$ cat src/rtl/alu_muldiv.sv
// alu_muldiv: iterative signed 32x32 multiply and divide, one bit per cycle.
// Works on operand magnitudes in CALC and applies the sign fix-up in FIX.
module alu_muldiv (
  input  logic        clk,
  input  logic        rst_n,
  input  logic        start,
  input  logic [3:0]  control_in,
  input  logic [31:0] a,
  input  logic [31:0] b,
  input  logic        flush,
  output logic        busy,
  output logic        done,
  output logic [31:0] result_hi,
  output logic [31:0] result_lo,
  output logic        div_by_zero,
  output logic        illegal
);
  typedef enum logic [1:0] {IDLE, CALC, FIX, DONE} state_t;
  state_t      state;
  logic [4:0]  cnt;
  logic        is_div;
  logic [31:0] a_reg, b_reg;
  logic [63:0] p;
  logic        legal;
  logic [31:0] a_mag_in, b_mag_in, ma, mb, q_fix, r_fix;
  logic [32:0] mul_sum, div_t;
  logic [63:0] p_next, prod;
  always_comb begin
    legal    = control_in == 4'd4 || control_in == 4'd5;
    a_mag_in = a[31] ? -a : a;
    b_mag_in = b[31] ? -b : b;
    ma       = a_reg[31] ? -a_reg : a_reg;
    mb       = b_reg[31] ? -b_reg : b_reg;
    mul_sum  = {1'b0, p[63:32]} + (p[0] ? {1'b0, ma} : 33'd0);
    div_t    = {p[63:32], p[31]} - {1'b0, mb};
    p_next   = is_div ? (div_t[32] ? {p[62:0], 1'b0} : {div_t[31:0], p[30:0], 1'b1})
                      : {mul_sum, p[31:1]};
    prod     = (a_reg[31] ^ b_reg[31]) ? -p : p;
    q_fix    = (a_reg[31] ^ b_reg[31]) ? -p[31:0] : p[31:0];
    r_fix    = a_reg[31] ? -p[63:32] : p[63:32];
  end
  assign busy = state != IDLE;
  assign done = state == DONE;
  always_ff @(posedge clk or negedge rst_n) begin
    if (!rst_n) begin
      state       <= IDLE;
      cnt         <= '0;
      is_div      <= 1'b0;
      a_reg       <= '0;
      b_reg       <= '0;
      p           <= '0;
      result_hi   <= '0;
      result_lo   <= '0;
      div_by_zero <= 1'b0;
      illegal     <= 1'b0;
    end else begin
      illegal <= state == IDLE && start && !flush && !legal;
      if (flush && state != IDLE) state <= IDLE;
      else case (state)
        IDLE: if (start && legal && !flush) begin
          state  <= CALC;
          cnt    <= '0;
          is_div <= !control_in[0];
          a_reg  <= a;
          b_reg  <= b;
          p      <= {32'd0, control_in[0] ? b_mag_in : a_mag_in};
        end
        CALC: if (is_div && b_reg == '0) begin
          state       <= DONE;
          result_hi   <= a_reg;
          result_lo   <= '1;
          div_by_zero <= 1'b1;
        end else begin
          p   <= p_next;
          cnt <= cnt + 5'd1;
          if (cnt == 5'd31) state <= FIX;
        end
        FIX: begin
          state       <= DONE;
          result_hi   <= is_div ? r_fix : prod[63:32];
          result_lo   <= is_div ? q_fix : prod[31:0];
          div_by_zero <= 1'b0;
        end
        default: state <= IDLE;
      endcase
    end
  end
endmodule

$ cat config.mk
export PLATFORM = sky130hd
export DESIGN_NAME = alu_muldiv
export DESIGN_NICKNAME = d
export VERILOG_FILES = /design/src/rtl/alu_muldiv.sv
export SDC_FILE = /design/constraint.sdc
export NUM_CORES = 1
export LEC_CHECK = 0
export CAP_MARGIN = 20
export CORE_ASPECT_RATIO = 0.9
export CORE_MARGIN = 5
export CORE_UTILIZATION = 60
export CTS_BUF_LIST = sky130_fd_sc_hd__clkbuf_8 sky130_fd_sc_hd__clkbuf_16
export DETAILED_ROUTE_END_ITERATION = 16
export GPL_TIMING_DRIVEN = 0
export PLACE_DENSITY = 0.82
export SYNTH_ARGS = -nofsm -noshare
export SYNTH_HDL_FRONTEND = slang
export SYNTH_SLANG_ARGS = --single-unit
$ cat constraint.sdc
create_clock -name clk -period 7.29 [get_ports clk]
set_input_delay 1.458 -clock clk [delete_from_list [all_inputs] [get_ports clk]]
set_output_delay 1.458 -clock clk [all_outputs]
set_load 0.005 [all_outputs]
==> flow_metrics.py <==
metrics = {
    "global_routing": {
        "overflow": 0,
        "use_met3_pct": 10.56,
        "grt_use_total_pct": 40.05,
        "grt_max_degree": 106,
        "antenna_found_initial": 2,
        "grt_pass1_vias": 16686,
        "grtUsageMet2_pct": 60.23,
        "grt-busiest-layer": "met2",
        "met1_usage_pct": 55.49,
        "grt_pass1_wl_um": 99660,
    },
    "setup_path": {
        "critPathLaunch": "b_reg[2]",
        "path_class": "reg -> reg",
        "slowest_delay_ps": 590,
        "cpMaxStageDelayCell": "clkbuf_1",
        "cp-start-kind": "flip-flop",
        "worstPathCellList": "or4_4, or4_4, inv_2, nand2_2, or2_1, nand2b_4, or4_4, o31ai_2, xor2_1, ha_1, clkbuf_1, a21o_1, a2111o_1, o21ai_0, a31oi_1, o21bai_1, xor2_1, clkbuf_1, o21ai_0, o21ai_0",
        "cp_max_fo": 10,
        "setup.worst_path.end_class": "flip-flop",
        "r2r_start": "b_reg[2]",
        "critPathRequiredTime_ps": 7730,
        "critical_path_arrival_ps": 6570,
    },
    "power_and_ir_drop": {
        "power_mw": 10.38,
        "power_leakage_nw": 8.131,
        "ir_drop_mv": 0.3873,
        "p_per_area_mw_per_mm2": 534.7,
    },
    "clocking": {
        "clock_latency_ps": 530,
        "cts-root-buf": "clkbuf_16",
        "clock_sinks": 202,
        "clockBufferDepth": 3,
        "cts_max_level": 1,
        "cts_tree": "done",
        "cts-resized-gates": 0,
        "holdBufCountCts": 0,
        "path_clk_slew_ps": 60,
        "cts_buffers": 22,
        "postCtsSetupBuffers": 0,
    },
    "floorplanning": {
        "die_area_sq_mm": 0.03148,
        "core_sq_mm": 0.02779,
        "die_h_um": 168.8,
        "io_pins": 140,
        "start_util_pct": 60.50,
        "num_rows": 58,
        "chipWidth_um": 186.5,
    },
    "sta": {
        "fin_hold_ws_ps": 481.7,
        "rsz0062_at_grt": "no",
        "slew_violations": 0,
        "fmax_ghz": 0.1632,
        "worst_clock_skew_ps": 16.21,
        "final-setup-viol-count": 0,
        "fin_crit_sh_pct": 84.03,
        "finalHoldViolCount": 0,
        "setup_ws_ps": 1164,
        "slew_headroom_pct": 17.12,
        "fin_crit_ps": 6126,
        "tightestPinTransition_ps": 1212,
    },
    "placed_design": {
        "placement.cell_area_sq_mm": 0.01868,
        "gp_congestion": 1.058,
        "hpwl_um": 51540,
        "pre_cts_ws_ps": 1268,
        "dp_cells": 2515,
        "io_buffer_count": 137,
    },
    "worst_hold_path": {
        "min_path_type": "reg -> reg",
        "hold_path_startpoint": "result_hi[2]",
    },
    "flow_run": {
        "max_cap_viol_count": 0,
    },
    "logic_synthesis": {
        "ys_types": 75,
        "synth_ff_type": "dfrtp_1",
        "synth-edff-count": 0,
        "ys_warn_count": 0,
        "syn_nets": 2166,
        "ys_seq_elements": 202,
        "syn_avg_cell_area_sq_um": 8.341,
        "yosysTopAreaCell": "dfrtp_1",
        "yosysTopAreaCellShare_pct": 30.06,
        "seq_area_frac_synth_pct": 30.06,
        "syn_area_sq_mm": 0.01682,
        "async_flop_share_pct": 100.0,
        "synth_cells": 2016,
        "synth_area_leaders": "dfrtp_1 (30%), xor2_1 (7.1%), ha_1 (5.7%)",
    },
    "routing": {
        "via_per_inst": 6.871,
        "vias": 17535,
        "drt_iter0_markers": 2460,
        "ant_nets": 0,
        "drc": 0,
        "drt-total-wl_um": 65500,
        "wl_per_cell_um": 25.67,
        "first_pass_iters": 6,
    },
    "final_layout": {
        "fin_cells": 2552,
        "stdcell_area_sq_mm": 0.01941,
        "drive_above_1_share_pct": 5.931,
        "areaGrowthSynthToFinish_pct": 15.41,
        "antenna_cells": 0,
        "largest_reg_flops": 64,
        "largest-register": "p",
        "nets": 2329,
    },
    "outcome": {
        "outcome": "completed",
    },
}
-- synthesized netlist by cell type, types with 31 or more instances --
| master | n |
|---|---|
| xnor2_1 | 100 |
| or3_1 | 32 |
| mux2i_1 | 60 |
| nand2_1 | 185 |
| xor2_1 | 136 |
| a31oi_1 | 42 |
| o31ai_1 | 46 |
| o21ai_0 | 168 |
| nor2_1 | 170 |
| dfrtp_1 | 202 |
| clkbuf_1 | 103 |
| a21o_1 | 31 |
| ha_1 | 76 |
| a21oi_1 | 148 |
| nor3_1 | 43 |
| mux2_2 | 63 |
| inv_1 | 37 |
-- placed cells by master (no fill, tap or decap), types with 60 or more instances in the layout --
| master | Yosys | final |
|---|---|---|
| dfrtp_1 | 202 | 202 |
| nand2_1 | 185 | 185 |
| nor2_1 | 170 | 170 |
| o21ai_0 | 168 | 168 |
| a21oi_1 | 148 | 148 |
| xor2_1 | 136 | 136 |
| clkdlybuf4s50_1 | 0 | 136 |
| clkbuf_1 | 103 | 103 |
| xnor2_1 | 100 | 100 |
| ha_1 | 76 | 76 |
| mux2_2 | 63 | 63 |
| mux2i_1 | 60 | 60 |
-- layer usage --
| layer | share of wire, % | wire [um] | up-vias |
|---|---|---|---|
| met5 | 0.032 | 21 | - |
| met4 | 4.8 | 3167 | 4 |
| met3 | 14 | 9118 | 240 |
| met2 | 42 | 27490 | 1253 |
| met1 | 39 | 25710 | 8326 |
| li1 | - | - | 7712 |
-- area by class of cell --
type                            instances  area (sq um)
Clock inverter                         10         98.84
Tap cell                              360         450.4
Timing Repair Buffer                  139          1411
Inverter                               39         146.4
Buffer                                122         467.9
Clock buffer                           27         630.6
Sequential cell                       202          5055
Multi-Input combinational cell       1653         11150
Fill cell                            2256          8387
-- path summary, 6_finish.rpt --
check                                to  slack, ps  depth (start not counted)
max in group asynchronous  result_hi[7]       5300                          2
min                        result_hi[2]        480                          2
min reg2reg                result_hi[2]        480                          2
min in group asynchronous       illegal        990                          1
max                               p[32]       1160                         20
max reg2reg                       p[32]       1160                         20
-- metrics by stage --
step	utilization [%]	TNS (ps)
6_report	69.83	0
3_3_place_gp	67.06	-681040
3_5_place_dp	67.20	0
2_1_floorplan	-	0
4_1_cts	69.83	0
5_1_grt	69.83	0
-- critical path, delay by kind of cell (launching register included) --
family                     cells  cell delay, ps
adders and majority gates      1             240
xor gates and xnor gates       2             710
and+or+nand+nor                6            1990
buffers and inverters          3             870
DFF                            1             470
AOI/OAI and AO/OA              8            1760
-- report_power, final --
group / leakage [nW] / internal, mW / switching [mW] / total [mW]
Combinational: 5.25 / 2.64 / 4.18 / 6.81
Clock: 0.372 / 0.679 / 0.485 / 1.16
Sequential: 2.50 / 1.57 / 0.838 / 2.40
Total: 8.13 / 4.88 / 5.50 / 10.4
-- cell families after synthesis --
| kind of cell | after synthesis | share of synthesized area [%] |
|---|---|---|
| and+or+nand+nor | 599 | 17.23 |
| DFF | 202 | 30.06 |
| AOI/OAI and AO/OA | 617 | 23.08 |
| adders and majority gates | 78 | 5.893 |
| xor gates and xnor gates | 236 | 12.29 |
| buffers and inverters | 161 | 3.653 |
| muxes | 123 | 7.790 |
No activity file was read; power rests on OpenSTA's default activity.
